==> src/rtl/mem2io_bridge_pkg.sv <==
// Shared types and constants for the SLC-3 memory/I-O bridge.
package mem2io_pkg;

  // Access sequencer states.
  typedef enum logic [1:0] {
    IDLE   = 2'd0,
    ACCESS = 2'd1,
    DONE   = 2'd2
  } state_e;

  // Word offsets inside the 16-word I/O window.
  localparam logic [3:0] OFF_SW_HEX0 = 4'hF;
  localparam logic [3:0] OFF_HEX1    = 4'hE;
  localparam logic [3:0] OFF_LED     = 4'hD;

  // Each hex register holds four nibbles.
  localparam int unsigned HEX_REG_W  = 16;

  // Wait-state counter covers 0..15.
  localparam int unsigned WAIT_CNT_W = 4;

endpackage

==> src/rtl/mem2io_bridge_sync2.sv <==
// Two-flop synchroniser for asynchronous board inputs (switches).
module sync2 #(
  parameter int unsigned W = 1
) (
  input  logic         clk_i,
  input  logic         rst_ni,
  input  logic [W-1:0] d_i,
  output logic [W-1:0] q_o
);

  logic [W-1:0] meta_q;
  logic [W-1:0] sync_q;

  // Capture the raw input, then re-register it to settle metastability.
  always_ff @(posedge clk_i or negedge rst_ni) begin
    if (!rst_ni) begin
      meta_q <= '0;
      sync_q <= '0;
    end else begin
      meta_q <= d_i;
      sync_q <= meta_q;
    end
  end

  assign q_o = sync_q;

endmodule

==> src/rtl/mem2io_bridge.sv <==
// Request/ready bridge from the SLC-3 MAR/MDR bus to external SRAM and a
// small memory-mapped I/O window (switches, LEDs, hex digits).
module mem2io_bridge
  import mem2io_pkg::*;
#(
  parameter int unsigned       ADDR_W      = 16,
  parameter int unsigned       DATA_W      = 16,
  parameter logic [ADDR_W-1:0] IO_BASE     = 16'hFFF0,
  parameter int unsigned       NUM_HEX     = 4,
  parameter int unsigned       SW_W        = 10,
  parameter int unsigned       LED_W       = 10,
  parameter int unsigned       WAIT_STATES = 1
) (
  input  logic                 Clk,
  input  logic                 Reset_n,
  input  logic                 cpu_req,
  input  logic                 cpu_we,
  input  logic [ADDR_W-1:0]    cpu_addr,
  input  logic [DATA_W-1:0]    cpu_wdata,
  output logic [DATA_W-1:0]    cpu_rdata,
  output logic                 cpu_ready,
  output logic                 cpu_busy,
  input  logic [SW_W-1:0]      SW,
  output logic [LED_W-1:0]     LED,
  output logic [4*NUM_HEX-1:0] hex_digits,
  output logic [ADDR_W-1:0]    sram_addr,
  output logic [DATA_W-1:0]    sram_wdata,
  input  logic [DATA_W-1:0]    sram_rdata,
  output logic                 sram_oe_n,
  output logic                 sram_we_n
);

  state_e                state_q, state_d;
  logic [WAIT_CNT_W-1:0] cnt_q, cnt_d;
  logic                  we_q, we_d;
  logic [ADDR_W-1:0]     addr_q, addr_d;
  logic [DATA_W-1:0]     wdata_q, wdata_d;
  logic [DATA_W-1:0]     rdata_q, rdata_d;
  logic [HEX_REG_W-1:0]  hex0_q, hex0_d;
  logic [HEX_REG_W-1:0]  hex1_q, hex1_d;
  logic [LED_W-1:0]      led_q, led_d;

  logic [SW_W-1:0]       sw_sync;
  logic                  io_hit;
  logic [3:0]            io_off;
  logic [DATA_W-1:0]     io_rdata;

  // Switches are asynchronous to Clk; only the synchronised copy is read.
  sync2 #(.W(SW_W)) u_sw_sync (
    .clk_i  (Clk),
    .rst_ni (Reset_n),
    .d_i    (SW),
    .q_o    (sw_sync)
  );

  // The I/O window is 16 words aligned on IO_BASE, so only the upper bits decide.
  assign io_hit = (cpu_addr[ADDR_W-1:4] == IO_BASE[ADDR_W-1:4]);
  assign io_off = cpu_addr[3:0];

  // Read mux for the I/O window; unmapped offsets and an absent hex reg 1 read 0.
  always_comb begin
    io_rdata = '0;
    case (io_off)
      OFF_SW_HEX0: io_rdata = DATA_W'(sw_sync);
      OFF_HEX1:    if (NUM_HEX > 4) io_rdata = DATA_W'(hex1_q);
      OFF_LED:     io_rdata = DATA_W'(led_q);
      default:     io_rdata = '0;
    endcase
  end

  // Sequencer next state plus latching of the request and I/O register writes.
  always_comb begin
    state_d = state_q;
    cnt_d   = cnt_q;
    we_d    = we_q;
    addr_d  = addr_q;
    wdata_d = wdata_q;
    rdata_d = rdata_q;
    hex0_d  = hex0_q;
    hex1_d  = hex1_q;
    led_d   = led_q;
    case (state_q)
      IDLE: begin
        if (cpu_req) begin
          we_d    = cpu_we;
          addr_d  = cpu_addr;
          wdata_d = cpu_wdata;
          if (io_hit) begin
            // I/O completes on the accepting edge; only the ready pulse follows.
            state_d = DONE;
            if (cpu_we) begin
              case (io_off)
                OFF_SW_HEX0: hex0_d = HEX_REG_W'(cpu_wdata);
                OFF_HEX1:    if (NUM_HEX > 4) hex1_d = HEX_REG_W'(cpu_wdata);
                OFF_LED:     led_d = cpu_wdata[LED_W-1:0];
                default:     led_d = led_q;
              endcase
            end else begin
              rdata_d = io_rdata;
            end
          end else begin
            state_d = ACCESS;
            cnt_d   = WAIT_CNT_W'(WAIT_STATES);
          end
        end
      end
      ACCESS: begin
        // Strobe stays low until the counter has run down through zero.
        if (cnt_q == '0) begin
          state_d = DONE;
          if (!we_q) rdata_d = sram_rdata;
        end else begin
          cnt_d = cnt_q - WAIT_CNT_W'(1);
        end
      end
      DONE: begin
        // Requests seen here are dropped; the next one is taken in IDLE.
        state_d = IDLE;
      end
      default: state_d = IDLE;
    endcase
  end

  // State, latched request and I/O registers; reset aborts any access in flight.
  always_ff @(posedge Clk or negedge Reset_n) begin
    if (!Reset_n) begin
      state_q <= IDLE;
      cnt_q   <= '0;
      we_q    <= 1'b0;
      addr_q  <= '0;
      wdata_q <= '0;
      rdata_q <= '0;
      hex0_q  <= '0;
      hex1_q  <= '0;
      led_q   <= '0;
    end else begin
      state_q <= state_d;
      cnt_q   <= cnt_d;
      we_q    <= we_d;
      addr_q  <= addr_d;
      wdata_q <= wdata_d;
      rdata_q <= rdata_d;
      hex0_q  <= hex0_d;
      hex1_q  <= hex1_d;
      led_q   <= led_d;
    end
  end

  // Outputs decode straight from registered state so reset forces them at once.
  assign cpu_ready  = (state_q == DONE);
  assign cpu_busy   = (state_q != IDLE);
  assign sram_oe_n  = !((state_q == ACCESS) && !we_q);
  assign sram_we_n  = !((state_q == ACCESS) && we_q);
  assign sram_addr  = addr_q;
  assign sram_wdata = wdata_q;
  assign cpu_rdata  = rdata_q;
  assign LED        = led_q;

  // Digits 0-3 come from hex reg 0, digits 4-7 from hex reg 1.
  for (genvar k = 0; k < NUM_HEX; k++) begin : g_hex
    if (k < 4) begin : g_lo
      assign hex_digits[4*k +: 4] = hex0_q[4*k +: 4];
    end else begin : g_hi
      assign hex_digits[4*k +: 4] = hex1_q[4*(k-4) +: 4];
    end
  end

endmodule

==> config.mk <==
export PLATFORM = sky130hd
export DESIGN_NAME = mem2io_bridge
export DESIGN_NICKNAME = d
export VERILOG_FILES = /design/src/rtl/mem2io_bridge_pkg.sv /design/src/rtl/mem2io_bridge_sync2.sv /design/src/rtl/mem2io_bridge.sv
export SDC_FILE = /design/constraint.sdc
export NUM_CORES = 1
export LEC_CHECK = 0
export ABC_AREA = 1
export BUFFER_PORTS_ARGS = -buffer_cell sky130_fd_sc_hd__buf_2
export CORE_MARGIN = 8
export CORE_UTILIZATION = 30
export DETAILED_ROUTE_END_ITERATION = 12
export SYNTH_ARGS = -nofsm -noshare
export SYNTH_HDL_FRONTEND = slang
export SYNTH_SLANG_ARGS = --single-unit
export TNS_END_PERCENT = 10
==> constraint.sdc <==
create_clock -name Clk -period 2.3 [get_ports Clk]
set_clock_uncertainty 0.1 [all_clocks]
set_input_delay 0.115 -clock Clk [delete_from_list [all_inputs] [get_ports Clk]]
set_output_delay 0.115 -clock Clk [all_outputs]
set_load 0.005 [all_outputs]
# Word level (Yosys, flattened, before mapping)
# Cells that the tools add are included.
totals:
  regBits: 101
  inputBits: 62
op_classes:
  add_sub_neg: 1
  eq_ne: 12
  n_reduce_logical: 15
  muxes: 15
ops:
  columns: ["operator", "count"]
  rows:
  - ["$mux W16", 5]
  - ["$pmux W16 S2", 1]
  - ["$pmux W10 S2", 1]
  - ["$ne A2 B2 Y1 const B", 7]
  - ["$eq A12 B12 Y1 const B", 1]
  - ["$mux W4", 3]
  - ["$reduce_and A5 Y1", 2]
  - ["$eq A4 B4 Y1 const B", 2]
  - ["$pmux W4 S2", 1]
  - ["$mux W2", 3]
  - ["$reduce_and A6 Y1", 1]
  - ["$logic_not A4 Y1", 1]
  - ["$pmux W2 S2", 1]
  - ["$reduce_and A2 Y1", 2]
  - ["$reduce_and A4 Y1", 1]
  - ["$reduce_bool A2 Y1", 2]
  - ["$sub A4 B1 Y4 const B", 1]
  - ["$logic_not A1 Y1", 3]
  - ["$eq A2 B1 Y1 const B", 1]
  - ["$eq A2 B2 Y1 const B", 1]
  - ["$logic_and A1 B1 Y1", 2]
  - ["$logic_not A2 Y1", 1]

# Logic depth before layout (Yosys ltp)
# Gate-level depths: netlist (run 1).
depth:
  word_depth: 6
  ltp_mapped: 10

# By module
# From an unflattened synthesis (run 1), not the netlist that was laid out.
hier_totals:
  hier_cells: 447
  area_unflattened_um2: 4020.1
modules_own_cells:
  columns: ["mod", "area_each_um2", "seq_area_each_um2", "cells_per_inst", "instances"]
  rows:
  - ["mem2io_bridge", 3519.6, 2026.9, 427, 1]
  - ["sync2", 500.5, 500.5, 20, 1]

# Worst setup path before layout (run 1)
# No wires, ideal clock.
synth_path:
  path_type: "register -> register"
  startpoint: "reg cnt_q[0]"
  endpoint: "reg rdata_q[6] (netlist: cpu_rdata[6])"
  path_stages_with_launch: 9
  setup_ns: 0.117
  t_required_ns: 2.083
  slack_ns: 0.790
  arrival_time_ns: 1.293
  period_less_slack_ns: 1.510
  n_path_buf: 1
  cell_sequence: "dfrtp_1 -> inv_1 -> ha_1 -> nand2_1 -> o21ai_4 -> nand3_4 -> buf_6 -> nand2_1 -> nand2_1"
synth_between:
  elab_chain_len: 3
synth_rtl:
  columns: ["item", "line", "rtl"]
  rows:
  - ["start, declared", "mem2io_bridge.sv:34", "logic [WAIT_CNT_W-1:0] cnt_q, cnt_d;"]
  - ["start signal, assigned", "mem2io_bridge.sv:138", "cnt_q <= cnt_d;"]
  - ["$logic_not A4 Y1", "mem2io_bridge.sv:109", "if (cnt_q == '0) begin"]
  - ["$ne A2 B2 Y1 (no line)", null, null]
  - ["$reduce_and A6 Y1 (no line)", null, null]
  - ["end signal, assigned", "mem2io_bridge.sv:142", "rdata_q <= rdata_d;"]
  - ["end, declared", "mem2io_bridge.sv:38", "logic [DATA_W-1:0] rdata_q, rdata_d;"]
# Every way passes these cells.
# A chain may end at the register's enable or synchronous reset.

# Worst setup path after layout (run 1)
layout_path:
  startpoint: "reg state_q[0]"
  endpoint: "reg rdata_q[2] (netlist: cpu_rdata[2])"
layout_between:
  elab_chain_len: 3
layout_rtl:
  columns: ["item", "line", "rtl"]
  rows:
  - ["start, declared", "mem2io_bridge.sv:33", "state_e state_q, state_d;"]
  - ["start signal, assigned", "mem2io_bridge.sv:137", "state_q <= state_d;"]
  - ["$eq A2 B1 Y1 / $logic_not A2 Y1 (equally long branches)", "mem2io_bridge.sv:82", "case (state_q)"]
  - ["$ne A2 B2 Y1 (no line) / $reduce_bool A2 Y1 (equally long branches)", null, null]
  - ["$reduce_and A6 Y1 (no line)", null, null]
# Several ways; a longest one is shown, not always the timed one.

==> out/metrics.yaml, run 1 <==
outcome:
  status: "finished clean"
synth:
  synthesis.area_per_instance_um2: 9.15
  ys_warn_count: 0
  ys_seq_area_share_pct: 61.7
  synth_edf_count: 0
  async_reset_ff_share_pct: 100
  synth_commonest_cells: "nand2_1, dfrtp_1, inv_1"
  synth_flop_cell: "dfrtp_1"
  netlist_area_um2: 4100
  ys_top_cells_by_area: "dfrtp_1, nand2_1, inv_1"
  synthCells: 448
  synth_cell_type_count: 30
  ys_seq_elements: 101
  yosysTopAreaCell: "dfrtp_1"
  synth_nets: 511
  yosysMostFrequentCell: "nand2_1"
  synth_top_area_share_pct: 61.7
cts:
  cts_made_buffers: 9
  clk_pin_slew_ns: 0.07
  clk_latency_ns: 0.34
  h-tree-depth: 3
  cts_sinks: 101
  cts_buffer_depth: 2
  root_buffer: "clkbuf_16"
  tritoncts: "yes"
  cts-resized-gates: 0
global_routing:
  antenna_found_initial: 0
  grt_pass1_wl_um: 19200
  grt_overflow_total: 0
  grt_pass1_vias: 3799
  grt_use_total_pct: 13.4
  grt_max_degree: 50
finish:
  nets: 700
  num_antenna_cells: 0
  nFillCells: 1268
  drive_gt1_share_pct: 28.4
  synthToLayoutAreaGrowth_pct: 41.6
worst_setup_path:
  startpoint: "state_q[0]"
  start_kind: "register"
  arrival_ns: 1.98
  r2r-start: "state_q[0]"
  crit_type: "register to register"
  reg2reg_depth: 7
  worst_ep_required_time_ns: 2.48
  r2r-end: "cpu_rdata[2]"
  end_kind: "register"
  rrSetupSlack_ns: 0.51
  path_max_fanout: 18
placed_design:
  pre_cts_ws_ns: 0.519
  gp_congestion: 0.778
  hpwlAfterDp_um: 8320
  portBuffers: 139
hold_path:
  hold_end: "cpu_rdata[4]"
  hold_class: "input port to register"
  hold_path_depth: 5
  hp-start: "sram_rdata[4]"
floorplan:
  die_w_um: 133
  coreArea_um2: 13300
  dieArea_um2: 17700
  die_y_um: 133
  ioPinCount: 140
  start_util_pct: 30.8
  fp-row-count: 42
detailed_routing:
  drtAntennaViolNets: 0
  routedWlPerCell_um: 14.1
  first_iter_violations: 165
  vias_per_cell: 4.35
  drt_first_pass_iters: 6
  dr_total_vias: 3550
  drt_wl_total_um: 11500
  drc_errors: 0
pwr:
  power.share.clock_pct: 27.6
  ir_worst_vdd_mv: 0.479
  p_per_area_nw_per_um2: 1000
  power_frac_comb_pct: 30.4
  leakagePower_nw: 3.17
  p_int_w: 0.00388
  power.switching_w: 0.00194
  p_sw_share_pct: 33.3
  p_seq_share_pct: 42.0
sta:
  drv_slew: 0
  rsz0062_at_grt: "no"
  finalSetupTns_ns: 0
  period_share_pct: 77.9
  worst_slack_ns: 0.509
  hold_viol_final: 0
  finalSetupViolations: 0
  clock.fmax_mhz: 558
  worst_slew_pin_slew_ns: 0.629
  relSlewSlack_pct: 57.9
  fin_crit_ns: 1.79
flow_run:
  drv_cap: 0
## registers in the layout, summed over array words and instances, names as in the netlist
name	flops
we_q	1
u_sw_sync.meta_q	10
sram_wdata	16
cpu_rdata	16
state_q	2
hex_digits	16
sram_addr	16
u_sw_sync.q_o	10
LED	10
cnt_q	4
## layer usage
layer	track usage (%)	wire length, µm	part of all wire, %
met1	16.6	5210	45
met2	21.6	5420	47
met3	3.86	707	6.1
met4	5.05	194	1.7
met5	0	0	0
## logic make-up after synthesis
kind of cell    count (synthesis)  synth area share (%)
fa+ha+maj                       1                 0.305
compound gates                 52                  7.57
simple gates                  241                  24.7
xor+xnor                        1                 0.214
flops                         101                  61.7
buf+inv                        52                  5.56
## worst max path at each step
stage | end | slack, ns | depth (start not counted)
after floorplan | cpu_rdata[6] | 0.79 | 8
after CTS | cpu_rdata[5] | 0.51 | 7
after detailed placement | cpu_rdata[5] | 0.52 | 7
final | cpu_rdata[2] | 0.51 | 7
after global placement | cpu_rdata[5] | 0.57 | 7
after global routing | cpu_rdata[9] | 0.30 | 7
## worst max-delay path, cell delays in order (launching register included)
cell and delay [ns]:
dfrtp_1 0.45, nor2_4 0.20, nand2_4 0.11, inv_4 0.17, nor2_1 0.08, a21oi_2 0.39
nand3_1 0.14, nand2_1 0.09
## cells in the final DEF (no fill, tap or decap), types with 2 or more instances in the layout
cell type and n:
nand2_1 187, buf_2 138, dfrtp_1 101, dlygate4sd3_1 50
inv_1 30, nand3_1 22, o21ai_0 21, o21ai_1 20
nor2_1 15, clkbuf_16 9, o21ai_2 7, nand4_1 6
buf_4 6, inv_4 3, nor2_4 2, nand2_4 2
nand3_2 2, nor3_1 2, bufinv_16 2
## per-stage QoR
| stage | util, % | instances | hold slack [ns] | cell area [µm²] | power [W] |
|---|---|---|---|---|---|
| after floorplan | - | 448 | -0.281 | 4100 | 0.00348 |
| after global placement | 37.5 | 752 | 0.0414 | 4980 | 0.00415 |
| after detailed placement | 37.5 | 752 | 0.0451 | 4980 | 0.00420 |
| after CTS | 43.6 | 817 | 0.000339 | 5800 | 0.00589 |
| after global routing | 43.6 | 817 | 0.0291 | 5800 | 0.00624 |
| final | 43.6 | 817 | 0.00317 | 5800 | 0.00582 |
## what timing repair did
action                                 in CTS  in global routing
hold buffers                               50                  0
endpoints found under the hold margin     108                  0
buffers inserted                            0                  0
## power by group through the flow
stage	sequential, W	clock [W]	combinational, W
after detailed placement	0.00247	0	0.00173
after CTS	0.00244	0.00165	0.00180
after global routing	0.00250	0.00172	0.00202
final	0.00244	0.00161	0.00177
after floorplan	0.00248	0	0.000995
after global placement	0.00245	0	0.00170
## final cells by class
type / count / area (µm²) / area share, %
inverters: 35 / 139 / 2.39
clock inverters: 4 / 72.6 / 1.25
multi-input cells: 295 / 1340 / 23.1
flip-flops and latches: 101 / 2530 / 43.6
repair buffers: 195 / 1260 / 21.7
well taps: 176 / 220 / 3.80
clock buffers: 11 / 243 / 4.18
Power figures use the tool's default switching activity.
==> inputs of run 2 (changes only) <==
clock period = 1.53 ns   (was 2.3 ns; I/O delays follow)
==> run 2 against run 1 <==
Against the previous run: core utilization rose by 2.6 points; sequential power rose by 51%; total power rose by 59%; wire length rose by 5.2%; cell count rose by 3.2%; critical endpoint unchanged.
==> out/metrics.yaml, run 2 (synthesis results as in run 1) <==
outcome:
  status: "finished clean"
worst_setup_path:
  cpPeakStageDelay_ns: 0.52
  reg2reg_depth: 7
  r2r-end: "cpu_rdata[2]"
  end_kind: "register"
  arrival_ns: 1.67
  path_max_fanout: 11
  path_buf_inv: 4
  worst_ep_required_time_ns: 1.71
  start_kind: "input port"
  critical_path.cell_chain: "dlygate4sd3_1 > buf_2 > nand2_1 > nor2_2 > nand3_2 > buf_4 > a21oi_4 > buf_12 > nand3_1 > nand2_2"
  r2r-start: "cnt_q[1]"
  path_delay_family: "buffers and inverters"
  rrSetupSlack_ns: 0.03
  crit_slowest_cell: "dlygate4sd3_1"
  crit_type: "input port to register"
detailed_routing:
  routedWlPerCell_um: 14.4
  first_iter_violations: 161
  drtAntennaViolNets: 0
  dr_total_vias: 3737
  drt_wl_total_um: 12100
  drc_errors: 0
  drt_first_pass_iters: 4
  vias_per_cell: 4.43
global_routing:
  grt_overflow_total: 0
  grt_pass1_wl_um: 19800
  grt_use_total_pct: 13.8
  grt_pass1_vias: 3931
  antenna_found_initial: 1
  grt_max_degree: 62
flow_run:
  drv_cap: 0
sta:
  fin_crit_ns: 1.50
  relSlewSlack_pct: 58.6
  worst_slack_ns: 0.0328
  worst_slew_pin_slew_ns: 0.619
  finalSetupViolations: 0
  clock.fmax_mhz: 668
  rsz0062_at_grt: "yes"
  whs_ns: 0.0261
  hold_viol_final: 0
  drv_slew: 0
  period_share_pct: 97.9
cts:
  cts_made_buffers: 9
  clk_latency_ns: 0.34
  h-tree-depth: 3
  cts_sinks: 101
  tritoncts: "yes"
  root_buffer: "clkbuf_16"
  clk_pin_slew_ns: 0.07
  cts_buffer_depth: 2
pwr:
  p_sw_share_pct: 34.2
  leakagePower_nw: 3.30
  p_int_w: 0.00608
  fin_total_pwr_w: 0.00923
  power_frac_comb_pct: 35.3
  power.share.clock_pct: 24.7
  ir_worst_vdd_mv: 0.546
  p_seq_share_pct: 39.9
  p_per_area_nw_per_um2: 1500
  power.switching_w: 0.00315
finish:
  nFillCells: 1244
  multi_input_area_um2: 1440
  regArea_um2: 2530
  drive_gt1_share_pct: 33.6
  synthToLayoutAreaGrowth_pct: 50.1
  fin_area_um2: 6150
  layout_commonest_cell: "nand2_1"
  final_cells: 843
  nets: 725
  mostFrequentLayoutCells: "nand2_1, buf_2, dfrtp_1"
hold_path:
  hold_class: "input port to asynchronous set/reset pin"
floorplan:
  die_y_um: 133
  die_w_um: 133
  start_util_pct: 30.8
  dieArea_um2: 17700
  coreArea_um2: 13300
  ioPinCount: 140
  fp-row-count: 42
placed_design:
  place_area_um2: 5100
  pre_cts_ws_ns: -0.120
  placedCellCount: 762
  hpwlAfterDp_um: 8510
  portBuffers: 139
  gp_congestion: 0.814
[run 2: cell count changes in the layout (fill, tap and decap cells not counted), sizes merged]
| cell | delta |
|---|---|
| clkinvlp | +2 |
| dlygate4sd3 | +9 |
| nand3 | +1 |
| buf | +14 |
| bufinv | -1 |
| diode | +1 |
[run 2: power groups by stage]
stage / clock, W / sequential [W] / combinational (W)
2_1_floorplan: 0 / 0.00373 / 0.00150
6_report: 0.00228 / 0.00369 / 0.00326
3_3_place_gp: 0 / 0.00367 / 0.00280
3_5_place_dp: 0 / 0.00370 / 0.00287
5_1_grt: 0.00248 / 0.00377 / 0.00364
4_1_cts: 0.00238 / 0.00366 / 0.00308
[run 2: how the worst max path moves through the flow]
| stage | from | to | slack [ns] | cells after the start |
|---|---|---|---|---|
| 5_1_grt | cpu_addr[5] | cpu_rdata[2] | -0.04 | 10 |
| 2_1_floorplan | cnt_q[0] | cpu_rdata[6] | 0.02 | 8 |
| 3_3_place_gp | cnt_q[0] | cpu_rdata[7] | -0.08 | 8 |
| 3_5_place_dp | cnt_q[0] | cpu_rdata[8] | -0.12 | 8 |
| 6_report | cpu_addr[13] | cpu_rdata[2] | 0.03 | 10 |
| 4_1_cts | cnt_q[0] | cpu_rdata[2] | 0.005 | 7 |
[run 2: area by class of cell]
class	count	share of cell area, %
multi-input combinational	296	23.5
antenna	1	0.0407
tap	176	3.58
sequential	101	41.1
clock inverter	4	0.773
timing repair inverter	1	0.122
clock buffer	11	4.11
inverter	35	2.32
timing repair buffer	218	24.5
[run 2: worst reg2reg max path, cell delays in order (launching register included)]
cell,delay [ns]
dfrtp_1,0.39
inv_2,0.07
ha_4,0.15
nand2_4,0.07
o21ai_4,0.24
nand3_4,0.19
nand2_2,0.12
nand2_2,0.05
[run 2: routing by layer]
metal | GRT usage [%] | share of wire (%) | vias to the layer above
met5 | 0 | 0 | -
li1 | - | - | 1832
met1 | 16.3 | 44 | 1770
met2 | 22.8 | 48 | 115
met3 | 3.79 | 5.4 | 20
met4 | 6.12 | 2.2 | 0
[run 2: timing repair]
action | in CTS | in global routing
endpoints found under the setup margin | 35 | 47
cloned | 0 | 2
hold buffers | 59 | 0
buffers inserted | 2 | 2
hold endpoints to repair | 185 | 0
resized for setup | 1 | 31
pin swaps | 1 | 7
[run 2: metrics by stage]
step | util [%] | TNS [ns]
after floorplan | - | 0
after global placement | 38.3 | -0.761
after detailed placement | 38.3 | -1.12
after CTS | 45.3 | 0
after global routing | 46.3 | -0.467
final | 46.3 | 0
==> inputs of run 3 (changes only) <==
SETUP_SLACK_MARGIN = 0.2   (was not set)
SYNTH_HIERARCHICAL = 1   (was not set)
==> run 3 against run 2 <==
Against the previous run: maximum frequency decreased by 0.14%; cell count increased by 0.83%; area after synthesis decreased by 1.9%; wire length increased by 1.0%; combinational power increased by 14%; sequential power increased by 1%; core utilization increased by 0.88 points; clock power increased by 8%; final area increased by 1.1%; register-to-register slack about the same; total power increased by 7.4%.
==> out/metrics.yaml, run 3 <==
cts:
  cts_made_buffers: 9
  root_buffer: "clkbuf_16"
  cts_sinks: 101
  h-tree-depth: 3
  clk_pin_slew_ns: 0.07
  clk_latency_ns: 0.34
  cts_buffer_depth: 2
  tritoncts: "yes"
synth:
  synth_commonest_cells: "nand2_1, dfrtp_1, o21ai_0"
  synthesis.area_per_instance_um2: 8.99
  netlist_area_um2: 4020
  yosysMostFrequentCell: "nand2_1"
  synth_edf_count: 0
  ys_seq_elements: 101
  synth_cell_type_count: 27
  yosysTopAreaCell: "dfrtp_1"
  async_reset_ff_share_pct: 100
  ys_top_cells_by_area: "dfrtp_1, nand2_1, o21ai_0"
  synthCells: 447
  ys_seq_area_share_pct: 62.9
  synth_nets: 510
  synth_flop_cell: "dfrtp_1"
  synth_top_area_share_pct: 62.9
  ys_warn_count: 6
finish:
  nFillCells: 1246
  synthToLayoutAreaGrowth_pct: 54.7
  layout_commonest_cell: "nand2_1"
  final_core_util_pct: 47.1
  final_cells: 850
  nets: 731
  mostFrequentLayoutCells: "nand2_1, buf_2, dfrtp_1"
  drive_gt1_share_pct: 31.8
  regArea_um2: 2530
  multi_input_area_um2: 1410
floorplan:
  fp-row-count: 42
  coreArea_um2: 13200
  start_util_pct: 30.5
  die_y_um: 132
  ioPinCount: 140
  dieArea_um2: 17400
  die_w_um: 132
detailed_routing:
  vias_per_cell: 4.44
  routedWlPerCell_um: 14.4
  drt_wl_total_um: 12300
  drt_first_pass_iters: 4
  drtAntennaViolNets: 0
  drc_errors: 0
  first_iter_violations: 126
  dr_total_vias: 3775
worst_setup_path:
  path_max_fanout: 5
  critical_path.cell_chain: "nor2_4 > inv_2 > nor2_8 > nor2_4 > a21oi_4 > buf_4 > nand3_1 > nand2_1"
  r2r-end: "cpu_rdata[5]"
  path_buf_inv: 2
  reg2reg_depth: 8
  crit_type: "register to register"
  crit_slowest_cell: "dfrtp_1"
  start_kind: "register"
  path_delay_family: "simple AND/OR/NAND/NOR gates"
  rrSetupSlack_ns: 0.03
  r2r-start: "state_q[1]"
  end_kind: "register"
  cpPeakStageDelay_ns: 0.44
  worst_ep_required_time_ns: 1.72
  path_common_cell: "nor2_4"
  arrival_ns: 1.68
pwr:
  ir_worst_vdd_mv: 0.633
  leakagePower_nw: 3.35
  p_per_area_nw_per_um2: 1590
  fin_total_pwr_w: 0.00991
global_routing:
  use_met2_pct: 24.0
  grt_max_degree: 50
  grt_use_met3_pct: 3.93
  top_usage_layer: "met2"
  grt_pass1_wl_um: 19900
  grt_pass1_vias: 3905
  grtUsageMet1_pct: 16.5
  grt_use_total_pct: 14.2
  antenna_found_initial: 1
  grt_overflow_total: 0
sta:
  worst_slack_ns: 0.0307
  finalSetupViolations: 0
  period_share_pct: 98.0
  fin_crit_ns: 1.50
  worst_slew_pin_slew_ns: 0.351
  finalSetupTns_ns: 0
  rsz0062_at_grt: "yes"
  clock.fmax_mhz: 667
  relSlewSlack_pct: 76.5
  hold_viol_final: 0
  drv_slew: 0
hold_path:
  hold_class: "input port to asynchronous set/reset pin"
flow_run:
  drv_cap: 0
placed_design:
  gp_congestion: 0.799
  placedCellCount: 761
  hpwlAfterDp_um: 8520
  pre_cts_ws_ns: -0.0183
  portBuffers: 139
outcome:
  status: "finished clean"
## run 3: cell families after synthesis
kind of cell	share of synthesized area [%]
AOI/OAI and AO/OA	6.41
buffers and inverters	5.48
xor gates and xnor gates	0.436
and+or+nand+nor	24.5
DFF	62.9
adders and majority gates	0.311
## run 3: through the flow
stage / hold WS (ns) / cell area (µm²)
4_1_cts: 0.0386 / 6070
2_1_floorplan: -0.319 / 4030
6_report: 0.0716 / 6220
5_1_grt: 0.100 / 6220
3_5_place_dp: -0.0960 / 5030
3_3_place_gp: -0.102 / 5030
## run 3: worst register-to-register path, cell delays in order (launching register included)
cell     delay [ns]
dfrtp_1        0.44
nor2_4         0.17
inv_2          0.08
nor2_8         0.15
nor2_4         0.06
a21oi_4        0.15
buf_4          0.17
nand3_1        0.07
nand2_1        0.06
## run 3: area by class of cell
cell class,count,area share [%]
multi-input cells,294,22.7
repair buffers,226,25.5
clock inverters,5,1.35
well taps,176,3.54
flip-flops and latches,101,40.7
diodes,1,0.0402
inverters,36,2.29
clock buffers,11,3.90
## run 3: worst max-delay path by stage
stage	start	end	slack (ns)	cells past startpoint
floorplan	cnt_q[0]	cpu_rdata[6]	0.07	10
global route	state_q[1]	LED[5]	-0.05	7
detailed placement	state_q[1]	hex_digits[7]	-0.02	7
global placement	state_q[1]	hex_digits[8]	0.02	7
finish	state_q[1]	cpu_rdata[5]	0.03	8
CTS	state_q[0]	hex_digits[7]	0.04	7
## run 3: power by group
part	leakage (nW)	total [W]	internal, W	switching (W)
registers	1.29	0.00373	0.00335	0.000383
clock network	0.152	0.00246	0.00148	0.000983
logic	1.91	0.00372	0.00167	0.00205
total	3.35	0.00991	0.00649	0.00342
## run 3: per-layer routing
layer,vias to the layer above,part of all wire (%)
met5,-,0
met4,0,2.0
met2,114,50
li1,1847,-
met1,1795,42
met3,19,5.7
## run 3: what timing repair did
item | CTS | global route
endpoints found under the hold margin | 186 | 0
resized for setup | 18 | 29
hold buffers | 60 | 0
buffers inserted | 5 | 4
cloned | 1 | 2
setup endpoints to repair | 84 | 84
pin swaps | 8 | 12
